[src/rtl/hazard_unit_pkg.sv]
// Shared ID-stage pipeline-control codes: forwarding selects, hazard causes
// and the interlock state encoding.
package hazard_unit_pkg;

  localparam int RN_W = 5;

  typedef enum logic [1:0] {
    FW_NONE = 2'd0,
    FW_EX   = 2'd1,
    FW_MEM  = 2'd2,
    FW_WB   = 2'd3
  } fw_sel_e;

  // 2'd3 is reserved for a future cause
  typedef enum logic [1:0] {
    HZ_NONE   = 2'd0,
    HZ_LOAD   = 2'd1,
    HZ_MULDIV = 2'd2
  } hz_cause_e;

  typedef enum logic {
    HZ_IDLE    = 1'b0,
    HZ_MD_BUSY = 1'b1
  } hz_state_e;

endpackage

[src/rtl/hazard_unit_rn_match.sv]
// Flags when one ID source operand reads the register a load in EX is about
// to write; r0 is hard-wired to zero and never matches.
module hz_rn_match
  import hazard_unit_pkg::*;
(
  input  logic [RN_W-1:0] rn,
  input  logic            use_rn,
  input  logic [RN_W-1:0] ex_wr_rn,
  input  logic            ex_we,
  input  logic            ex_load,
  output logic            match
);

  assign match = ex_load & ex_we & (ex_wr_rn != '0) & use_rn & (rn == ex_wr_rn);

endmodule

[src/rtl/hazard_unit.sv]
// ID-stage interlock: load-use and mult/div occupancy stalls, with a
// saturating stall-cycle counter for performance monitoring.
module hazard_unit
  import hazard_unit_pkg::*;
#(
  parameter int MULDIV_CYCLES = 33,
  parameter int CNT_W         = 6,
  parameter int PERF_W        = 16
) (
  input  logic              clk,
  input  logic              rst,
  input  logic [RN_W-1:0]   id_rs_rn,
  input  logic [RN_W-1:0]   id_rt_rn,
  input  logic              id_use_rs,
  input  logic              id_use_rt,
  input  logic              id_rd_hilo,
  input  logic              id_muldiv_start,
  input  logic              ex_load,
  input  logic              ex_we,
  input  logic [RN_W-1:0]   ex_wr_rn,
  input  logic              flush,
  output logic              pc_stall,
  output logic              if_id_stall,
  output logic              id_ex_bubble,
  output logic              muldiv_busy,
  output logic [1:0]        hz_cause,
  output logic [PERF_W-1:0] stall_cycles
);

  hz_state_e        state, state_next;
  logic [CNT_W-1:0] cnt, cnt_next;
  logic             rs_match, rt_match;
  logic             ld_hz, md_hz, stall;

  hz_rn_match u_rs_match (
    .rn       (id_rs_rn),
    .use_rn   (id_use_rs),
    .ex_wr_rn (ex_wr_rn),
    .ex_we    (ex_we),
    .ex_load  (ex_load),
    .match    (rs_match)
  );

  hz_rn_match u_rt_match (
    .rn       (id_rt_rn),
    .use_rn   (id_use_rt),
    .ex_wr_rn (ex_wr_rn),
    .ex_we    (ex_we),
    .ex_load  (ex_load),
    .match    (rt_match)
  );

  assign muldiv_busy = (state == HZ_MD_BUSY);
  assign ld_hz       = rs_match | rt_match;
  assign md_hz       = muldiv_busy & (id_rd_hilo | id_muldiv_start);
  assign stall       = ~rst & ~flush & (ld_hz | md_hz);

  // NOTE: sequential state uses non-blocking assignments so every register
  // samples the pre-edge values of the others, independent of block order.
  always_ff @(posedge clk) begin
    if (rst) begin
      state        <= HZ_IDLE;
      cnt          <= '0;
      stall_cycles <= '0;
    end else begin
      state <= state_next;
      cnt   <= cnt_next;
      if (stall && (stall_cycles != '1))
        stall_cycles <= stall_cycles + PERF_W'(1);
    end
  end

  // NOTE: defaults first so every path assigns every output and no latch forms.
  always_comb begin
    state_next = state;
    cnt_next   = cnt;
    unique case (state)
      HZ_IDLE: begin
        // A start that is itself stalled or killed is retried later
        if (id_muldiv_start && !stall && !flush) begin
          state_next = HZ_MD_BUSY;
          cnt_next   = CNT_W'(MULDIV_CYCLES);
        end
      end
      HZ_MD_BUSY: begin
        if (cnt == CNT_W'(1)) begin
          state_next = HZ_IDLE;
          cnt_next   = '0;
        end else begin
          cnt_next = cnt - CNT_W'(1);
        end
      end
      default: begin
        state_next = HZ_IDLE;
        cnt_next   = '0;
      end
    endcase
  end

  always_comb begin
    pc_stall     = 1'b0;
    if_id_stall  = 1'b0;
    id_ex_bubble = 1'b0;
    hz_cause     = HZ_NONE;
    if (!rst) begin
      pc_stall     = stall;
      if_id_stall  = stall;
      id_ex_bubble = stall | flush;
      if (flush)      hz_cause = HZ_NONE;
      else if (ld_hz) hz_cause = HZ_LOAD;
      else if (md_hz) hz_cause = HZ_MULDIV;
    end
  end

endmodule

[config.mk]
export PLATFORM = sky130hd
export DESIGN_NAME = hazard_unit
export DESIGN_NICKNAME = d
export VERILOG_FILES = /design/src/rtl/hazard_unit_pkg.sv /design/src/rtl/hazard_unit_rn_match.sv /design/src/rtl/hazard_unit.sv
export SDC_FILE = /design/constraint.sdc
export NUM_CORES = 1
export LEC_CHECK = 0
export ABC_AREA = 1
export ABC_CLOCK_PERIOD_IN_PS = 2000
export BUFFER_PORTS_ARGS = -buffer_cell sky130_fd_sc_hd__buf_2
export CORE_MARGIN = 3
export CORE_UTILIZATION = 45
export DETAILED_ROUTE_END_ITERATION = 7
export HOLD_SLACK_MARGIN = 0.03
export PLACE_DENSITY = 0.81
export SLEW_MARGIN = 10
export SYNTH_ARGS = -nofsm -noshare
export SYNTH_HDL_FRONTEND = slang
export SYNTH_SLANG_ARGS = --single-unit
[constraint.sdc]
create_clock -name clk -period 2 [get_ports clk]
set_input_delay 0 -clock clk [delete_from_list [all_inputs] [get_ports clk]]
set_output_delay 0 -clock clk [all_outputs]
set_load 0.01 [all_outputs]
Word level (Yosys, flattened, before mapping)
Index checks and enable logic that the tools add are counted.
{ "word_totals": {"register_bits": 23, "inputBits": 24, "out_inout_bits": 22, "elab_cells": 44} }
{ "classes": {"add_sub_neg": 2, "n_eq_ne": 5, "mux": 12, "n_bitwise": 16, "n_reduce_logical": 6} }
{ "ops": {"columns": ["cell", "count"], "rows": [
  ["16-bit by 1-bit adder with 16-bit output (second input constant)", 1],
  ["16-bit inequality test (second input constant)", 1],
  ["6-bit 2-to-1 mux", 2],
  ["6-bit one-hot mux with 2 select lines", 1],
  ["5-bit equality test", 2],
  ["1-bit bitwise AND", 9],
  ["2-bit 2-to-1 mux", 4],
  ["6-bit by 1-bit equality test with 1-bit output (second input constant)", 1],
  ["6-bit by 1-bit subtractor with 6-bit output (second input constant)", 1],
  ["5-bit nonzero test", 1],
  ["1-bit 2-to-1 mux", 4],
  ["1-bit OR", 4],
  ["1-bit logical AND", 3],
  ["1-bit NOT", 3],
  ["1-bit zero test", 2],
  ["2-bit inequality test (second input constant)", 1],
  ["1-bit one-hot mux with 2 select lines", 1]
]} }

Logic depth before layout (Yosys ltp)
Gate-level depths: netlist of run 1.
{ "depth": {"word_depth": 12, "depth_mapped": 13, "ltp_nobuf": 12} }

Cells and area by module
Synthesis of run 1 repeated with hierarchy kept, for this count alone.
{ "hier_totals": {"cells_unflattened": 276, "hier_area_um2": 1619.1} }
{ "modules_own_cells": {"columns": ["module", "instances", "cells_per_inst", "area_each_um2", "seq_area_each_um2"], "rows": [
  ["hazard_unit", 1, 216, 1378.8, 460.4],
  ["hz_rn_match", 2, 30, 120.1, 0.0]
]} }

Worst setup path before layout of run 1
No wires, ideal clock.
{ "synth_timing": {"path_type": "reg2reg", "startpoint": "register stall_cycles[0]", "endpoint": "register stall_cycles[0]", "setup_time_ns": 0.115, "arrival_time_ns": 1.668, "required_time_ns": 1.885, "slack_ns": 0.217, "path_stages_with_launch": 10, "path_buffers": 2, "synth_period_minus_slack_ns": 1.783, "cell_sequence": "dfxtp_1 -> ha_1 -> nand2_1 -> nor2_2 -> nand4_1 -> or2_0 -> buf_6 -> buf_2 -> a21oi_1 -> nor2_1"} }
{ "synth_via": {"elab_chain_len": 2, "word_cells_on_any_way": 3, "classes_between": "add/sub: 1; eq/ne: 1; reduce/logical: 1"} }
{ "synth_lines": {"columns": ["item", "line", "rtl"], "rows": [
  ["start, declared", "hazard_unit.sv:27", "output logic [PERF_W-1:0] stall_cycles"],
  ["start signal, assigned", "hazard_unit.sv:69", "stall_cycles <= stall_cycles + PERF_W'(1);"],
  ["parallel branches: the longest is 2 deep, another holds 16-bit by 1-bit adder with 16-bit output", null, null]
]} }
Several ways; the timed one is not identified.
A chain may end at the register's enable or synchronous reset.

Worst setup path in the final report of run 1
{ "layout_timing": {"startpoint": "register stall_cycles[1]", "endpoint": "register stall_cycles[10]"} }
The elaborated chain is that of the path after synthesis.

==> results of run 1 <==
worst max-delay path, cell delays in order (launching register included):
cell     delay [ns]
dfxtp_1        0.39
ha_1           0.21
nand2_1        0.10
nor2_2         0.14
nand4_1        0.08
or2_1          0.34
nand2_4        0.21
nand2_1        0.08
a21oi_1        0.16
where the power goes:
group	internal [mW]	switching (mW)	leakage [nW]
clock	0.0750	0.145	0.0177
combinational	0.0715	0.0960	0.749
sequential	0.472	0.0118	0.186
registers in the layout (all words and copies together), names as in the netlist:
name,count
stall_cycles,16
cnt,6
muldiv_busy,1
per-stage QoR:
stage                     utilization, %  hold slack [ns]  power (mW)  cells  area, um2
after floorplan                        -           0.1604      0.6085    249       1595
after global placement             58.40           0.3719      0.6567    338       1871
after detailed placement           58.40           0.3750      0.6602    338       1871
after CTS                          59.57          0.06615      0.8754    343       1908
after global routing               59.57          0.09871      0.9195    343       1908
final                              59.57          0.07210      0.8717    343       1908
cells in the mapped netlist, drive strengths merged:
library cell  instances  area, um2
o21ai                 5      25.02
inv                  37      138.9
a22oi                 1      7.510
nand2                62      242.7
buf                   6      57.54
ha                    3      37.54
nor2                 21      81.33
clkbuf                2      7.510
xnor2                 3      26.28
xor2                 11      96.34
a21oi                24      127.6
nand3                33      170.2
nor4                  2      12.51
nor3                  6      41.29
and2                  1      6.260
or2                   2      12.52
nand4                 7      43.79
dfxtp                23      460.4
cells by family (layout without fill, tap and decap cells):
kind of cell / Yosys count / in the layout / synth area share (%)
flops: 23 / 23 / 28.86
simple gates: 134 / 134 / 38.28
compound gates: 30 / 30 / 10.04
xor+xnor: 14 / 14 / 7.686
fa+ha+maj: 3 / 3 / 2.353
buf+inv: 45 / 95 / 12.78
path summary, 6_finish.rpt:
check	from	cells after the start	endpoint
worst max-delay path	stall_cycles[1]$_SDFFE_PP0P_	8	stall_cycles[10]$_SDFFE_PP0P_
worst min-delay path	flush	4	muldiv_busy$_SDFF_PP0_
worst max register to register	stall_cycles[1]$_SDFFE_PP0P_	8	stall_cycles[10]$_SDFFE_PP0P_
worst min register to register	cnt[1]$_SDFFE_PP0P_	2	cnt[1]$_SDFFE_PP0P_
final cells by class:
cell class                 instances  share of cell area, %
clock buffer                       3                  1.180
tap                               44                  2.885
clock inverter                     1                 0.2623
sequential                        23                  24.13
multi-input combinational        181                  48.79
timing repair buffer              54                  15.48
inverter                          37                  7.279
what timing repair did:
item,in CTS,in global routing
hold endpoints to repair,3,0
gates resized for setup,0,1
setup endpoints to repair,0,1
hold buffers,1,0
per-layer routing:
layer | part of all wire, % | vias up
li1 | - | 895
met1 | 46 | 751
met2 | 45 | 55
met3 | 7.5 | 6
met4 | 2.2 | 0
met5 | 0 | -
==> results.py, run 1 <==
metrics = {
    "grt": {
        "grt.overflow.total": 0,
        "grt_pass1_vias": 1490,
        "grt_pass1_wl_mm": 6.361,
        "grt_use_met3_pct": 2.906,
        "grt.busiest_layer": "met2",
        "grt_max_degree": 22,
        "gr-usage-met2_pct": 29.20,
        "grt_antenna_before_repair": 0,
        "use_met1_pct": 24.30,
        "grt_util_all_layers_pct": 18.73,
    },
    "timing": {
        "final.min_clock_period_ns": 1.770,
        "setup_ws_ns": 0.2297,
        "max-slew-margin-rel_pct": 71.74,
        "finalMaxSlewViolations": 0,
        "tns_ns": 0,
        "finalHoldViolCount": 0,
        "tightest_slew_ns": 0.4224,
        "timing.fmax_mhz": 564.9,
        "setup_viol": 0,
        "fin_skew_ns": 0.004144,
        "rsz0062_at_grt": "no",
        "finalCritPeriodShare_pct": 88.51,
    },
    "setup_path": {
        "critical_path_class": "reg -> reg",
        "startpoint_type": "flop",
        "worstPathRequired_ns": 2.26,
        "reg2reg_slack_ns": 0.23,
        "crit_path_end_kind": "flop",
        "critPathArrivalTime_ns": 2.03,
        "crit_fanout": 14,
    },
    "synth": {
        "ys_seq_area_share_pct": 28.86,
        "synthesis.instances": 249,
        "synth_area_um2": 1595,
        "yosys_register_bits": 23,
        "ys_types": 29,
        "syn-num-nets": 276,
        "postSynthAreaPerCell_um2": 6.407,
        "synth_warnings": 0,
    },
    "floorplan": {
        "initial_utilization_pct": 49.80,
        "core-area_um2": 3203,
        "die_w_um": 65.54,
        "ios": 46,
        "die_h_um": 65.54,
        "die-area_um2": 4295,
        "rows": 20,
    },
    "pwr": {
        "vdd_drop_max_uv": 351.7,
        "p_per_area_nw_per_um2": 456.9,
        "p_leak_nw": 0.9528,
    },
    "detailed_routing": {
        "dr.pass1.iters": 4,
        "first_iter_violations": 125,
        "antenna_left": 0,
        "finalWirelength_mm": 3.804,
        "dr_total_vias": 1707,
        "wl_per_cell_um": 11.09,
        "drt-vias-per-instance": 4.977,
        "drc": 0,
    },
    "cells_and_area": {
        "n_antenna_cell": 0,
        "multiInputGateArea_um2": 930.9,
        "drive_gt1_share_pct": 22.41,
        "areaGrowthSynthToFinish_pct": 19.61,
        "layout_common_cells": "nand2_1 (60), buf_2 (45), inv_1 (35), nand3_1 (32), dfxtp_1 (23)",
        "nets": 327,
        "regArea_um2": 460.4,
        "final.fill_count": 340,
        "final_common_cell": "nand2_1",
    },
    "hold_path": {
        "hold_path_class": "in -> reg",
    },
    "cts": {
        "cts_setup_buffers": 0,
        "worstSkewPairLatency_ns": 0.32,
        "root_buffer": "clkbuf_4",
        "clk_pin_slew_ns": 0.13,
        "htreeDepth": 1,
        "clock-sinks": 23,
        "cts_tree": "yes",
        "cts_buffers": 3,
        "clock_path_buffers": 2,
    },
    "placement": {
        "io_buffers": 45,
        "place_hpwl_mm": 2.884,
        "place.gp.congestion": 0.9287,
        "pre_cts_ws_ns": 0.1997,
    },
    "status": {
        "status": "finished clean",
    },
    "flow_run": {
        "maxCapViolations": 0,
    },
}
(Power assumes the default switching activity.)
==> run 2, diff against run 1 <==
--- a/config.mk
+++ b/config.mk
@@ -6,10 +6,11 @@
 export NUM_CORES = 1
 export LEC_CHECK = 0
 export ABC_AREA = 1
-export ABC_CLOCK_PERIOD_IN_PS = 2000
+export ABC_CLOCK_PERIOD_IN_PS = 2300
 export BUFFER_PORTS_ARGS = -buffer_cell sky130_fd_sc_hd__buf_2
 export CORE_MARGIN = 3
 export CORE_UTILIZATION = 45
+export CTS_BUF_LIST = sky130_fd_sc_hd__clkbuf_2 sky130_fd_sc_hd__clkbuf_4 sky130_fd_sc_hd__clkbuf_8
 export DETAILED_ROUTE_END_ITERATION = 7
 export HOLD_SLACK_MARGIN = 0.03
 export PLACE_DENSITY = 0.81
==> constraint.sdc (replaced) <==
create_clock -name clk -period 2.3 [get_ports clk]
set_input_delay 0 -clock clk [delete_from_list [all_inputs] [get_ports clk]]
set_output_delay 0 -clock clk [all_outputs]
set_load 0.01 [all_outputs]
==> run 2 against run 1 <==
Flip-flop and latch count did not move. Global-route usage fell by 2.5 points. Final cell count fell by 2.3%. Clock power fell by 8%. Largest power group unchanged. Highest routed layer unchanged. Register-to-register slack improved by 0.06 ns. Sequential power fell by 13%.
==> results.py, run 2 (synthesized netlist as in run 1, its figures left out) <==
metrics = {
    "timing": {
        "max-slew-margin-rel_pct": 61.94,
        "finalHoldViolCount": 0,
        "rsz0062_at_grt": "no",
        "tightest_slew_ns": 0.5709,
        "setup_viol": 0,
        "finalCritPeriodShare_pct": 87.46,
        "tns_ns": 0,
        "hold_ws_ns": 0.04953,
        "final.min_clock_period_ns": 2.012,
        "fin_skew_ns": 0.003970,
        "finalMaxSlewViolations": 0,
        "timing.fmax_mhz": 497.1,
    },
    "cells_and_area": {
        "largest_register": "stall_cycles",
        "layout_common_cells": "nand2_1 (60), buf_2 (45), inv_1 (35), nand3_1 (32), dfxtp_1 (23)",
        "multiInputGateArea_um2": 930.9,
        "largest_reg_flops": 16,
        "final.fill_count": 333,
        "instances_no_fill": 335,
        "drive_gt1_share_pct": 20.62,
        "areaGrowthSynthToFinish_pct": 15.84,
        "final_util_pct": 57.70,
        "final_common_cell": "nand2_1",
        "nets": 319,
        "n_antenna_cell": 0,
        "regArea_um2": 460.4,
    },
    "detailed_routing": {
        "drc": 0,
        "wl_per_cell_um": 10.79,
        "antenna_left": 0,
        "dr_total_vias": 1653,
        "finalWirelength_mm": 3.614,
        "dr.pass1.iters": 4,
        "first_iter_violations": 91,
        "drt-vias-per-instance": 4.934,
    },
    "pwr": {
        "power_uw": 764.6,
        "combPwrFrac_pct": 18.4,
        "p_leak_nw": 0.9119,
        "p_clk_share_pct": 26.4,
        "swShare_pct": 28.12,
        "intPower_uw": 549.6,
        "seqPwrFrac_pct": 55.2,
        "power.switching_uw": 215.0,
        "p_per_area_nw_per_um2": 413.7,
        "vdd_drop_max_uv": 244.9,
    },
    "cts": {
        "worstSkewPairLatency_ns": 0.31,
        "cts_buffers": 3,
        "cts_setup_buffers": 0,
        "cts_tree": "yes",
        "hold_buffers": 0,
        "clock_path_buffers": 2,
        "clock-sinks": 23,
        "root_buffer": "clkbuf_4",
        "clk_pin_slew_ns": 0.13,
        "htreeDepth": 1,
        "cts_resized": 0,
    },
    "placement": {
        "post-place-cells": 331,
        "io_buffers": 45,
        "place_hpwl_mm": 2.719,
        "place.gp.congestion": 0.9476,
    },
    "flow_run": {
        "maxCapViolations": 0,
    },
    "setup_path": {
        "crit_path_end_kind": "flop",
        "critical_path_class": "reg -> reg",
        "crit_fanout": 9,
        "startpoint_type": "flop",
        "critPathArrivalTime_ns": 2.21,
        "worstPathRequired_ns": 2.49,
    },
    "floorplan": {
        "initial_utilization_pct": 49.80,
        "ios": 46,
        "core-area_um2": 3203,
        "rows": 20,
        "die_w_um": 65.54,
        "die_h_um": 65.54,
        "die-area_um2": 4295,
    },
    "grt": {
        "grt_util_all_layers_pct": 16.18,
        "grt.overflow.total": 0,
        "grt_pass1_vias": 1348,
        "grt_max_degree": 23,
        "grt_antenna_before_repair": 0,
        "grt_pass1_wl_mm": 5.692,
    },
    "status": {
        "status": "finished clean",
    },
    "hold_path": {
        "hold_path_class": "in -> reg",
    },
}
[run 2: cell types whose count changed in the layout (fill, tap and decap cells not counted)]
cell and delta:
clkbuf_4 +1, clkinv_2 -1, buf_4 -7, or2_0 +1
dlygate4sd3_1 -1, or2_1 -1
[run 2: layout make-up]
cell class                      count  share of cell area, %
Clock buffer                        4                  1.625
Inverter                           37                  7.515
Multi-Input combinational cell    181                  50.37
Sequential cell                    23                  24.92
Tap cell                           44                  2.979
Timing Repair Buffer               46                  12.59
[run 2: final timing paths]
check	slack [ns]	cells after the start	start	to
min	0.05	3	id_muldiv_start	cnt[0]$_SDFFE_PP0P_
max	0.29	8	stall_cycles[0]$_SDFFE_PP0P_	stall_cycles[13]$_SDFFE_PP0P_
max reg2reg	0.29	8	stall_cycles[0]$_SDFFE_PP0P_	stall_cycles[13]$_SDFFE_PP0P_
min reg2reg	0.50	2	stall_cycles[9]$_SDFFE_PP0P_	stall_cycles[9]$_SDFFE_PP0P_
[run 2: power by group through the flow]
stage | clock (mW) | sequential [mW] | combinational (mW)
finish | 0.202 | 0.422 | 0.141
global placement | 0 | 0.430 | 0.138
global route | 0.219 | 0.424 | 0.161
floorplan | 0 | 0.430 | 0.0993
CTS | 0.206 | 0.422 | 0.142
detailed placement | 0 | 0.430 | 0.141
[run 2: layer usage]
layer	part of all wire [%]	wire [um]	global-route usage [%]
met2	44	1596	26.93
met4	0.86	31	4.922
met3	7.0	254	2.906
met5	0	0	0
met1	48	1732	21.17
[run 2: stage by stage]
| stage | setup WS [ns] | instance area (um2) |
|---|---|---|
| after detailed placement | 0.3245 | 1818 |
| after global routing | 0.06444 | 1848 |
| after floorplan | 0.5173 | 1595 |
| after CTS | 0.2870 | 1848 |
| final | 0.2884 | 1848 |
| after global placement | 0.3901 | 1818 |
[run 2: critical path, stage by stage, from the launching register on]
cell	delay (ns)
dfxtp_1	0.44
ha_1	0.23
nand2_1	0.09
nor2_2	0.20
nand4_1	0.11
or2_0	0.41
buf_4	0.27
nand3_1	0.09
a21oi_1	0.07
